File: config.mk
export PLATFORM = sky130hd
export DESIGN_NAME = gbf_fill_arbiter_flat
export DESIGN_NICKNAME = d
export VERILOG_FILES = /design/src/rtl/gbf_fill_arbiter_pkg.sv /design/src/rtl/gbf_fill_arbiter_if.sv /design/src/rtl/gbf_fill_arbiter_rr_arbiter4.sv /design/src/rtl/gbf_fill_arbiter.sv /design/src/flat_wrapper.sv
export SDC_FILE = /design/constraint.sdc
export NUM_CORES = 2
export LEC_CHECK = 0
export ABC_AREA = 1
export CAP_MARGIN = 25
export CELL_PAD_IN_SITES_DETAIL_PLACEMENT = 0
export CELL_PAD_IN_SITES_GLOBAL_PLACEMENT = 2
export CORE_AREA = 8 8 507 509
export DETAILED_ROUTE_END_ITERATION = 8
export DIE_AREA = 0 0 515 517
export PLACE_DENSITY = 0.62
export SETUP_SLACK_MARGIN = 0.02
export SLEW_MARGIN = 20
export SYNTH_ARGS = -nofsm -noshare
export SYNTH_HDL_FRONTEND = slang
export SYNTH_SLANG_ARGS = --single-unit
File: constraint.sdc
create_clock -name clk -period 51.6 [get_ports clk]
set_input_delay 10.32 -clock clk [delete_from_list [all_inputs] [get_ports clk]]
set_output_delay 10.32 -clock clk [all_outputs]
set_load 0.02 [all_outputs]
File: src/rtl/gbf_fill_arbiter_pkg.sv
// gbf_fill_pkg: shared FSM encoding and requester ids for the GBF refill arbiter
package gbf_fill_pkg;
  typedef enum logic [1:0] {IDLE = 2'd0, REQ = 2'd1, XFER = 2'd2, DONE = 2'd3} state_t;
  localparam logic [1:0] ID_ACTV1 = 2'd0;
  localparam logic [1:0] ID_ACTV2 = 2'd1;
  localparam logic [1:0] ID_WGT1 = 2'd2;
  localparam logic [1:0] ID_WGT2 = 2'd3;
  function automatic logic [3:0] onehot4(input logic [1:0] id);
    return 4'b0001 << id;
  endfunction
endpackage

File: src/rtl/gbf_fill_arbiter_if.sv
// gbf_fill_arbiter_if: refill requests, DMA stream, GBF port-a writes and status
interface gbf_fill_arbiter_if #(parameter int DW = 256, parameter int AW = 5);
  logic actv_gbf1_need_data, actv_gbf2_need_data, wgt_gbf1_need_data, wgt_gbf2_need_data;
  logic fill_req, fill_ack;
  logic [1:0] fill_id;
  logic dma_valid, dma_ready;
  logic [DW-1:0] dma_data;
  logic actv_en1a, actv_we1a, actv_en2a, actv_we2a, wgt_en1a, wgt_we1a, wgt_en2a, wgt_we2a;
  logic [AW-1:0] actv_addr1a, actv_addr2a, wgt_addr1a, wgt_addr2a;
  logic [DW-1:0] actv_w_data1a, actv_w_data2a, wgt_w_data1a, wgt_w_data2a;
  logic gbf_actv_buf1_ready, gbf_actv_buf2_ready, gbf_wgt_buf1_ready, gbf_wgt_buf2_ready;
  logic gbf_actv_data_avail, gbf_wgt_data_avail, busy;
  modport master (
    input actv_gbf1_need_data, actv_gbf2_need_data, wgt_gbf1_need_data, wgt_gbf2_need_data,
    input fill_ack, dma_valid, dma_data,
    output fill_req, fill_id, dma_ready,
    output actv_en1a, actv_we1a, actv_en2a, actv_we2a, wgt_en1a, wgt_we1a, wgt_en2a, wgt_we2a,
    output actv_addr1a, actv_addr2a, wgt_addr1a, wgt_addr2a,
    output actv_w_data1a, actv_w_data2a, wgt_w_data1a, wgt_w_data2a,
    output gbf_actv_buf1_ready, gbf_actv_buf2_ready, gbf_wgt_buf1_ready, gbf_wgt_buf2_ready,
    output gbf_actv_data_avail, gbf_wgt_data_avail, busy
  );
  modport slave (
    output actv_gbf1_need_data, actv_gbf2_need_data, wgt_gbf1_need_data, wgt_gbf2_need_data,
    output fill_ack, dma_valid, dma_data,
    input fill_req, fill_id, dma_ready,
    input actv_en1a, actv_we1a, actv_en2a, actv_we2a, wgt_en1a, wgt_we1a, wgt_en2a, wgt_we2a,
    input actv_addr1a, actv_addr2a, wgt_addr1a, wgt_addr2a,
    input actv_w_data1a, actv_w_data2a, wgt_w_data1a, wgt_w_data2a,
    input gbf_actv_buf1_ready, gbf_actv_buf2_ready, gbf_wgt_buf1_ready, gbf_wgt_buf2_ready,
    input gbf_actv_data_avail, gbf_wgt_data_avail, busy
  );
endinterface

File: src/rtl/gbf_fill_arbiter_rr_arbiter4.sv
// rr_arbiter4: combinational 4-way round-robin pick, search starts at ptr_i
module rr_arbiter4 (
  input  logic [3:0] req_i,
  input  logic [1:0] ptr_i,
  output logic       grant_valid_o,
  output logic [1:0] grant_id_o
);
  assign grant_valid_o = |req_i;
  // scan farthest offset first so the nearest requester after ptr_i wins
  always_comb begin
    grant_id_o = ptr_i;
    for (int k = 3; k >= 0; k--)
      grant_id_o = req_i[ptr_i + 2'(k)] ? ptr_i + 2'(k) : grant_id_o;
  end
endmodule

File: src/rtl/gbf_fill_arbiter.sv
// gbf_fill_arbiter: round-robin refill of the actv/wgt GBF halves from one DMA stream
module gbf_fill_arbiter
  import gbf_fill_pkg::*;
#(
  parameter int GBF_DATA_BITWIDTH = 256,
  parameter int GBF_ADDR_BITWIDTH = 5,
  parameter int GBF_DEPTH = 32,
  parameter int FILL_WORDS = 32
) (
  input logic clk,
  input logic reset,
  gbf_fill_arbiter_if.master bus
);
  localparam int AW = GBF_ADDR_BITWIDTH;
  localparam logic [AW:0] LAST = (AW+1)'((FILL_WORDS > GBF_DEPTH ? GBF_DEPTH : FILL_WORDS) - 1);
  state_t state_q, state_d;
  logic [1:0] rr_q, rr_d, g_q, g_d, gid, avail_q, avail_d;
  logic [3:0] need, need_q, served_q, served_d, req, rdy_q, rdy_d, en_q;
  logic [AW:0] cnt_q, cnt_d;
  logic [AW-1:0] addr_q [4];
  logic [GBF_DATA_BITWIDTH-1:0] data_q [4];
  logic gv, acc;
  assign need = {bus.wgt_gbf2_need_data, bus.wgt_gbf1_need_data,
                 bus.actv_gbf2_need_data, bus.actv_gbf1_need_data};
  assign req = need_q & ~served_q;
  assign acc = state_q == XFER && bus.dma_valid;
  rr_arbiter4 u_rr (.req_i(req), .ptr_i(rr_q), .grant_valid_o(gv), .grant_id_o(gid));
  always_comb begin
    state_d = state_q;
    rr_d = rr_q;
    g_d = g_q;
    cnt_d = cnt_q;
    rdy_d = '0;
    avail_d = avail_q;
    served_d = served_q & need;
    case (state_q)
      IDLE: if (gv) begin
        g_d = gid;
        rr_d = gid + 2'd1;
        state_d = REQ;
      end
      REQ: if (bus.fill_ack) begin
        cnt_d = '0;
        state_d = XFER;
      end
      XFER: if (acc) begin
        cnt_d = cnt_q + 1'b1;
        state_d = cnt_q == LAST ? DONE : XFER;
      end
      DONE: begin
        rdy_d = onehot4(g_q);
        served_d = served_d | rdy_d;
        avail_d[0] = avail_q[0] | g_q == ID_ACTV1 | g_q == ID_ACTV2;
        avail_d[1] = avail_q[1] | g_q == ID_WGT1 | g_q == ID_WGT2;
        state_d = IDLE;
      end
      default: state_d = IDLE;
    endcase
  end
  always_ff @(posedge clk or posedge reset) begin
    if (reset) begin
      state_q <= IDLE;
      rr_q <= '0;
      g_q <= '0;
      cnt_q <= '0;
      need_q <= '0;
      served_q <= '0;
      rdy_q <= '0;
      avail_q <= '0;
      en_q <= '0;
      for (int i = 0; i < 4; i++) begin
        addr_q[i] <= '0;
        data_q[i] <= '0;
      end
    end else begin
      state_q <= state_d;
      rr_q <= rr_d;
      g_q <= g_d;
      cnt_q <= cnt_d;
      need_q <= need;
      served_q <= served_d;
      rdy_q <= rdy_d;
      avail_q <= avail_d;
      en_q <= acc ? onehot4(g_q) : 4'b0;
      if (acc) begin
        addr_q[g_q] <= cnt_q[AW-1:0];
        data_q[g_q] <= bus.dma_data;
      end
    end
  end
  assign bus.fill_req = state_q == REQ;
  assign bus.fill_id = g_q;
  assign bus.dma_ready = state_q == XFER;
  assign bus.busy = state_q != IDLE;
  assign bus.actv_en1a = en_q[ID_ACTV1];
  assign bus.actv_we1a = en_q[ID_ACTV1];
  assign bus.actv_en2a = en_q[ID_ACTV2];
  assign bus.actv_we2a = en_q[ID_ACTV2];
  assign bus.wgt_en1a = en_q[ID_WGT1];
  assign bus.wgt_we1a = en_q[ID_WGT1];
  assign bus.wgt_en2a = en_q[ID_WGT2];
  assign bus.wgt_we2a = en_q[ID_WGT2];
  assign bus.actv_addr1a = addr_q[ID_ACTV1];
  assign bus.actv_addr2a = addr_q[ID_ACTV2];
  assign bus.wgt_addr1a = addr_q[ID_WGT1];
  assign bus.wgt_addr2a = addr_q[ID_WGT2];
  assign bus.actv_w_data1a = data_q[ID_ACTV1];
  assign bus.actv_w_data2a = data_q[ID_ACTV2];
  assign bus.wgt_w_data1a = data_q[ID_WGT1];
  assign bus.wgt_w_data2a = data_q[ID_WGT2];
  assign bus.gbf_actv_buf1_ready = rdy_q[ID_ACTV1];
  assign bus.gbf_actv_buf2_ready = rdy_q[ID_ACTV2];
  assign bus.gbf_wgt_buf1_ready = rdy_q[ID_WGT1];
  assign bus.gbf_wgt_buf2_ready = rdy_q[ID_WGT2];
  assign bus.gbf_actv_data_avail = avail_q[0];
  assign bus.gbf_wgt_data_avail = avail_q[1];
endmodule

File: src/flat_wrapper.sv
// flat-port wrapper written by rule: the top's interface ports become plain ports
module gbf_fill_arbiter_flat import gbf_fill_pkg::*;
#(
  parameter int GBF_DATA_BITWIDTH = 256,
  parameter int GBF_ADDR_BITWIDTH = 5,
  parameter int GBF_DEPTH = 32,
  parameter int FILL_WORDS = 32
)
  (clk, reset, bus_actv_gbf1_need_data, bus_actv_gbf2_need_data, bus_wgt_gbf1_need_data, bus_wgt_gbf2_need_data, bus_fill_ack, bus_dma_valid, bus_dma_data, bus_fill_req, bus_fill_id, bus_dma_ready, bus_actv_en1a, bus_actv_we1a, bus_actv_en2a, bus_actv_we2a, bus_wgt_en1a, bus_wgt_we1a, bus_wgt_en2a, bus_wgt_we2a, bus_actv_addr1a, bus_actv_addr2a, bus_wgt_addr1a, bus_wgt_addr2a, bus_actv_w_data1a, bus_actv_w_data2a, bus_wgt_w_data1a, bus_wgt_w_data2a, bus_gbf_actv_buf1_ready, bus_gbf_actv_buf2_ready, bus_gbf_wgt_buf1_ready, bus_gbf_wgt_buf2_ready, bus_gbf_actv_data_avail, bus_gbf_wgt_data_avail, bus_busy);
  gbf_fill_arbiter_if #(.DW(256), .AW(5)) bus_i ();
  input logic clk;
  input logic reset;
  input wire logic [$bits(bus_i.actv_gbf1_need_data)-1:0] bus_actv_gbf1_need_data;
  input wire logic [$bits(bus_i.actv_gbf2_need_data)-1:0] bus_actv_gbf2_need_data;
  input wire logic [$bits(bus_i.wgt_gbf1_need_data)-1:0] bus_wgt_gbf1_need_data;
  input wire logic [$bits(bus_i.wgt_gbf2_need_data)-1:0] bus_wgt_gbf2_need_data;
  input wire logic [$bits(bus_i.fill_ack)-1:0] bus_fill_ack;
  input wire logic [$bits(bus_i.dma_valid)-1:0] bus_dma_valid;
  input wire logic [$bits(bus_i.dma_data)-1:0] bus_dma_data;
  output wire logic [$bits(bus_i.fill_req)-1:0] bus_fill_req;
  output wire logic [$bits(bus_i.fill_id)-1:0] bus_fill_id;
  output wire logic [$bits(bus_i.dma_ready)-1:0] bus_dma_ready;
  output wire logic [$bits(bus_i.actv_en1a)-1:0] bus_actv_en1a;
  output wire logic [$bits(bus_i.actv_we1a)-1:0] bus_actv_we1a;
  output wire logic [$bits(bus_i.actv_en2a)-1:0] bus_actv_en2a;
  output wire logic [$bits(bus_i.actv_we2a)-1:0] bus_actv_we2a;
  output wire logic [$bits(bus_i.wgt_en1a)-1:0] bus_wgt_en1a;
  output wire logic [$bits(bus_i.wgt_we1a)-1:0] bus_wgt_we1a;
  output wire logic [$bits(bus_i.wgt_en2a)-1:0] bus_wgt_en2a;
  output wire logic [$bits(bus_i.wgt_we2a)-1:0] bus_wgt_we2a;
  output wire logic [$bits(bus_i.actv_addr1a)-1:0] bus_actv_addr1a;
  output wire logic [$bits(bus_i.actv_addr2a)-1:0] bus_actv_addr2a;
  output wire logic [$bits(bus_i.wgt_addr1a)-1:0] bus_wgt_addr1a;
  output wire logic [$bits(bus_i.wgt_addr2a)-1:0] bus_wgt_addr2a;
  output wire logic [$bits(bus_i.actv_w_data1a)-1:0] bus_actv_w_data1a;
  output wire logic [$bits(bus_i.actv_w_data2a)-1:0] bus_actv_w_data2a;
  output wire logic [$bits(bus_i.wgt_w_data1a)-1:0] bus_wgt_w_data1a;
  output wire logic [$bits(bus_i.wgt_w_data2a)-1:0] bus_wgt_w_data2a;
  output wire logic [$bits(bus_i.gbf_actv_buf1_ready)-1:0] bus_gbf_actv_buf1_ready;
  output wire logic [$bits(bus_i.gbf_actv_buf2_ready)-1:0] bus_gbf_actv_buf2_ready;
  output wire logic [$bits(bus_i.gbf_wgt_buf1_ready)-1:0] bus_gbf_wgt_buf1_ready;
  output wire logic [$bits(bus_i.gbf_wgt_buf2_ready)-1:0] bus_gbf_wgt_buf2_ready;
  output wire logic [$bits(bus_i.gbf_actv_data_avail)-1:0] bus_gbf_actv_data_avail;
  output wire logic [$bits(bus_i.gbf_wgt_data_avail)-1:0] bus_gbf_wgt_data_avail;
  output wire logic [$bits(bus_i.busy)-1:0] bus_busy;
  assign bus_i.actv_gbf1_need_data = bus_actv_gbf1_need_data;
  assign bus_i.actv_gbf2_need_data = bus_actv_gbf2_need_data;
  assign bus_i.wgt_gbf1_need_data = bus_wgt_gbf1_need_data;
  assign bus_i.wgt_gbf2_need_data = bus_wgt_gbf2_need_data;
  assign bus_i.fill_ack = bus_fill_ack;
  assign bus_i.dma_valid = bus_dma_valid;
  assign bus_i.dma_data = bus_dma_data;
  assign bus_fill_req = bus_i.fill_req;
  assign bus_fill_id = bus_i.fill_id;
  assign bus_dma_ready = bus_i.dma_ready;
  assign bus_actv_en1a = bus_i.actv_en1a;
  assign bus_actv_we1a = bus_i.actv_we1a;
  assign bus_actv_en2a = bus_i.actv_en2a;
  assign bus_actv_we2a = bus_i.actv_we2a;
  assign bus_wgt_en1a = bus_i.wgt_en1a;
  assign bus_wgt_we1a = bus_i.wgt_we1a;
  assign bus_wgt_en2a = bus_i.wgt_en2a;
  assign bus_wgt_we2a = bus_i.wgt_we2a;
  assign bus_actv_addr1a = bus_i.actv_addr1a;
  assign bus_actv_addr2a = bus_i.actv_addr2a;
  assign bus_wgt_addr1a = bus_i.wgt_addr1a;
  assign bus_wgt_addr2a = bus_i.wgt_addr2a;
  assign bus_actv_w_data1a = bus_i.actv_w_data1a;
  assign bus_actv_w_data2a = bus_i.actv_w_data2a;
  assign bus_wgt_w_data1a = bus_i.wgt_w_data1a;
  assign bus_wgt_w_data2a = bus_i.wgt_w_data2a;
  assign bus_gbf_actv_buf1_ready = bus_i.gbf_actv_buf1_ready;
  assign bus_gbf_actv_buf2_ready = bus_i.gbf_actv_buf2_ready;
  assign bus_gbf_wgt_buf1_ready = bus_i.gbf_wgt_buf1_ready;
  assign bus_gbf_wgt_buf2_ready = bus_i.gbf_wgt_buf2_ready;
  assign bus_gbf_actv_data_avail = bus_i.gbf_actv_data_avail;
  assign bus_gbf_wgt_data_avail = bus_i.gbf_wgt_data_avail;
  assign bus_busy = bus_i.busy;
  gbf_fill_arbiter #(.GBF_DATA_BITWIDTH(GBF_DATA_BITWIDTH), .GBF_ADDR_BITWIDTH(GBF_ADDR_BITWIDTH), .GBF_DEPTH(GBF_DEPTH), .FILL_WORDS(FILL_WORDS)) u_core (.clk(clk), .reset(reset), .bus(bus_i));
endmodule
# Yosys cells after proc, flatten, opt, wreduce, memory -nomap -nowiden

Index checks and enable logic that the tools add are counted.

Add/sub/neg operators: 5
$mul: 0
Divide/modulo/power cells: 0
Magnitude comparators: 6
Eq/ne operators: 10
Shifts and indexed selects: 1
Mux-type cells: 29
Bitwise gates (word level): 9
Reduce and logical (&&, ||, !) cells: 10

Operators with widths:

| kind                  | number |
|---|---|
| $bwmux W1024          | 1 |
| $demux W256 S2        | 1 |
| $mux W256             | 1 |
| $bwmux W20            | 1 |
| $mux W2               | 7 |
| $lt A2 B3 Y1 const B  | 4 |
| $mux W4               | 3 |
| $mux W6               | 2 |
| $pmux W6 S2           | 1 |
| $demux W5 S2          | 1 |
| $and A4 B4 Y4         | 2 |
| $bmux W1 S2           | 4 |
| $eq A2 B2 Y1 const B  | 4 |
| $pmux W2 S4           | 1 |
| $add A6 B1 Y6 const B | 1 |
| $eq A6 B5 Y1 const B  | 1 |
| $reduce_and A3 Y1     | 2 |
| $mux W1               | 5 |
| $mux W5               | 1 |
| $add A2 B1 Y2 const B | 2 |
| $add A2 B2 Y2 const B | 2 |
| $eq A2 B1 Y1 const B  | 2 |
| $logic_not A2 Y1      | 2 |
| $ne A2 B1 Y1 const B  | 2 |
| 12 further kinds      | 17 |

Register bits: 1074
Bits in latches: 0
Bits in writable memories: 0
ROM bits: 0
Word-level logic and storage cells: 87
Memories: 0

# Longest topological paths before layout

Depth in word-level cells: 9
Mapped depth: 14
Depth with buffers taken out: 13

# Modules after synthesis

From an unflattened synthesis, not the netlist that was laid out.

Cell total of the unflattened synthesis: 3821
Area, all modules: 38977.4 µm²

By module, submodules not included:

| module           | times used | cells an instance | area each (µm²) |
|---|---|---|---|
| gbf_fill_arbiter | 1          | 3770              | 38742.2 |
| rr_arbiter4      | 1          | 51                | 235.2 |

# Least setup slack after synthesis

Ideal clock, no wire load.

Path kind: input to register
From: input port bus_dma_valid
To: register u_core.cnt_q[5]
Library setup time: 0.124 ns
Arrival: 11.080 ns
Required time: 51.476 ns
Slack: 40.397 ns
Stages on the path: 9
Path through: inv_1 nand2_1 nand2_1 inv_1 nand2_1 nor3_1 nand2_1 xor2_1 nor2_1

Cells in the longest elaborated chain, start to end: 3

RTL lines:

| item                        | RTL line               | source |
|---|---|---|
| start: declaration          | flat_wrapper.sv:18     | `input wire logic [$bits(bus_i.dma_valid)-1:0] bus_dma_valid;` |
| $logic_and A1 B1 Y1         | gbf_fill_arbiter.sv:26 | `assign acc = state_q == XFER && bus.dma_valid;` |
| $ne A2 B1 Y1 (no line)      | -                      |  |
| $reduce_and A3 Y1 (no line) | -                      |  |
| end signal: assignment      | gbf_fill_arbiter.sv:79 | `cnt_q <= cnt_d;` |
| end: declaration            | gbf_fill_arbiter.sv:19 | `logic [AW:0] cnt_q, cnt_d;` |

Every way passes these cells.
A chain may end at the register's enable or synchronous reset.

==> flow_summary.json <==
{
  "final-seq-area_mm2": 0.0269,
  "drc": 0,
  "yosys-top-cells-count": "dfrtp_1, nand2_1, o21ai_1",
  "outcome": "finished clean",
  "fmax_mhz": 70.1,
  "hold_class": "flip-flop to flip-flop",
  "placed_area_mm2": 0.0556,
  "fin_nets": 5344,
  "rsz0062_at_grt": "no",
  "cts_resized": 0,
  "seq_area_frac_synth_pct": 68.4,
  "syn_to_final_growth_pct": 53.1,
  "vdd_ir_drop_max_v": 0.0000303,
  "first_iter_violations": 2324,
  "cts_hold_buf": 0,
  "cts-root-buf": "clkbuf_16",
  "final_area_mm2": 0.0601,
  "die_w_um": 515,
  "ys_types": 30,
  "yosysMostFrequentCell": "dfrtp_1",
  "switching_share_pct": 40.6,
  "finalWirelength_um": 193000,
  "cp.depth": 7,
  "r2r-end": "u_core.bus.actv_w_data1a[249]",
  "max_stage_delay_ns": 0.74,
  "hold_violations": 0,
  "critical_path_arrival_ns": 15.03,
  "start_util_pct": 15.7,
  "grt_max_degree": 173,
  "rr_worst_depth": 10,
  "ios": 1327,
  "crit_path_start_kind": "input port",
  "pwr-share-seq_pct": 32.9,
  "period_needed_ns": 14.27,
  "gr-usage-all-layers_pct": 13.8,
  "clock_skew_ns": 0.0415,
  "cp-startpoint": "reset",
  "powerDensity_mw_per_mm2": 73.8,
  "path_cells": "clkdlybuf4s50_1 > inv_8 > buf_4 > buf_4 > buf_4 > buf_4 > buf_12",
  "layout-drive-gt1-share_pct": 5.06,
  "synth_top_flop_cell": "dfrtp_1",
  "postSynth.asyncResetShare_pct": 100,
  "grt_pass1_wl_um": 264000,
  "final_util_pct": 24.1,
  "crit_path_end_kind": "asynchronous set/reset pin",
  "relSlewSlack_pct": 25.8,
  "multi_input_area_mm2": 0.00977,
  "synth_edf_count": 0,
  "gp_congestion": 0.797,
  "htree_levels": 4,
  "cts.clk_slew.worst_paths_ns": 0.06,
  "crit_family": "buffers and inverters",
  "cts_sinks": 1074,
  "grt_pass1_vias": 31900,
  "finalSetupViolations": 0,
  "die_area_mm2": 0.266,
  "via_per_inst": 3.71,
  "placement.io_buffers": 1326,
  "overflow": 0,
  "cp_max_fo": 162,
  "ant_nets": 0,
  "yosys.area.top_type_share_pct": 68.4,
  "syn_nets": 4077,
  "yosysWarnings": 0,
  "wl_per_cell_um": 22.5,
  "dp_hpwl_um": 146000,
  "fill_cells": 27000,
  "post_cts_buffers": 0,
  "power.internal_mw": 2.63,
  "path_buf_inv": 7,
  "worst_pin_slew_ns": 1.11,
  "cts-buffers-inserted": 136,
  "final.setup.worst_slack_ns": 37.33,
  "drt_first_pass_iters": 5,
  "vias": 31700,
  "num_rows": 184,
  "mappedNetlistArea_mm2": 0.0393,
  "dp_slack_ns": 36.28,
  "r2r-start": "u_core.state_q[0]",
  "critical_path_class": "input port to asynchronous set/reset pin",
  "cts_tree": "yes",
  "clk_latency_ns": 0.79,
  "netlist_instances": 3808,
  "slowest_stage": "buf_4",
  "power.leakage_nw": 26.5,
  "synth_largest_area_cell": "dfrtp_1",
  "worst-r2r-setup-slack_ns": 46.81,
  "clkPwrFrac_pct": 21.8,
  "tns_ns": 0,
  "synth_area_leaders": "dfrtp_1, nand2_1, o21ai_1",
  "crit_required_ns": 52.36,
  "dieHeight_um": 517,
  "crit_path_end": "u_core.bus.wgt_w_data2a[163]",
  "final_max_slew_viol_count": 0,
  "hold_depth": 2,
  "crit_top_cell": "buf_4",
  "core_area_mm2": 0.250,
  "antenna_found_initial": 19,
  "p_comb_share_pct": 45.3,
  "synth_seq_cells": 1074,
  "period_share_pct": 27.7,
  "maxCapViolCount": 0,
  "synth_area_per_cell_um2": 10.3,
  "cts_max_path_buffers": 3,
  "switchingPower_mw": 1.80
}
[registers in the layout, summed over array words and instances (netlist names), 5 cells and up]
name	count
u_core.bus.actv_w_data2a	256
u_core.cnt_q	6
u_core.bus.actv_w_data1a	256
u_core.bus.wgt_addr2a	5
u_core.bus.wgt_w_data1a	256
u_core.bus.actv_addr1a	5
u_core.bus.wgt_w_data2a	256
u_core.bus.wgt_addr1a	5
u_core.bus.actv_addr2a	5
[layout make-up]
cell class | count | area share (%)
Clock inverter | 39 | 0.835
Multi-Input combinational cell | 2204 | 16.2
Clock buffer | 205 | 6.66
Timing Repair Buffer | 1363 | 22.6
Sequential cell | 1074 | 44.7
Antenna cell | 12 | 0.0500
Tap cell | 3348 | 6.97
Inverter | 296 | 1.90
[per-stage QoR]
stage,hold slack [ns],std cells,power (mW)
final,0.464,8541,4.44
after global routing,0.495,8537,4.72
after CTS,0.473,8529,4.53
after detailed placement,0.458,8285,3.52
after global placement,0.452,8285,3.51
after floorplan,0.472,3808,2.35
[metal layers]
metal  global-route usage, %  part of all wire [%]
met4                    4.66                   3.2
met1                    16.5                    40
met3                    7.17                    12
met2                    21.4                    44
met5                       0                 0.031
[logic make-up (layout without fill, tap and decap cells)]
group | count (synthesis) | after routing | share of synthesized area, %
other cells | 0 | 12 | 0
fa+ha+maj | 5 | 5 | 0.159
compound gates | 1060 | 1060 | 13.6
xor+xnor | 2 | 2 | 0.0446
buf+inv | 530 | 1903 | 6.69
simple gates | 1137 | 1137 | 11.1
flops | 1074 | 1074 | 68.4
[worst min path at each step]
stage                                startpoint                           to
floorplan                    u_core.served_q[0]           u_core.served_q[0]
global placement              u_core.avail_q[0]            u_core.avail_q[0]
detailed placement            u_core.avail_q[0]            u_core.avail_q[0]
CTS                           u_core.avail_q[0]            u_core.avail_q[0]
global route        u_core.bus.actv_w_data2a[5]  u_core.bus.actv_w_data2a[5]
finish                        u_core.avail_q[0]            u_core.avail_q[0]
[power by group through the flow]
stage               Sequential (mW)  Combinational (mW)  Clock, mW
floorplan                      1.91               0.446          0
global placement               1.46                2.05          0
detailed placement             1.47                2.05          0
CTS                            1.46                2.06       1.00
global route                   1.51                2.17       1.04
finish                         1.46                2.01      0.966
[cells in the final DEF (no fill, tap or decap), types with 2 or more instances in the layout]
cell type           n
ha_1                5
diode_2            12
inv_16              4
nand2_1           833
o21ai_1           558
clkinv_16           4
nor2_1            278
clkinv_2           16
nor2_4              2
inv_1             291
xor2_1              2
buf_4              33
nand3_1            13
o21ai_2             6
dfrtp_1          1074
inv_8               4
clkdlybuf4s50_1  1326
bufinv_16           3
inv_6               5
nor3_1              5
clkbuf_8           32
clkinv_8            4
clkinvlp_4          3
clkbuf_16         137
o21ai_0           226
buf_12              4
clkbuf_1           36
a21oi_1           265
[tightest hold or removal path, cell delays in order (launching register included)]
cell and delay, ns:
dfrtp_1 0.34, inv_1 0.04, nand2_1 0.05
Note: power is estimated with default switching activity, not from simulation.
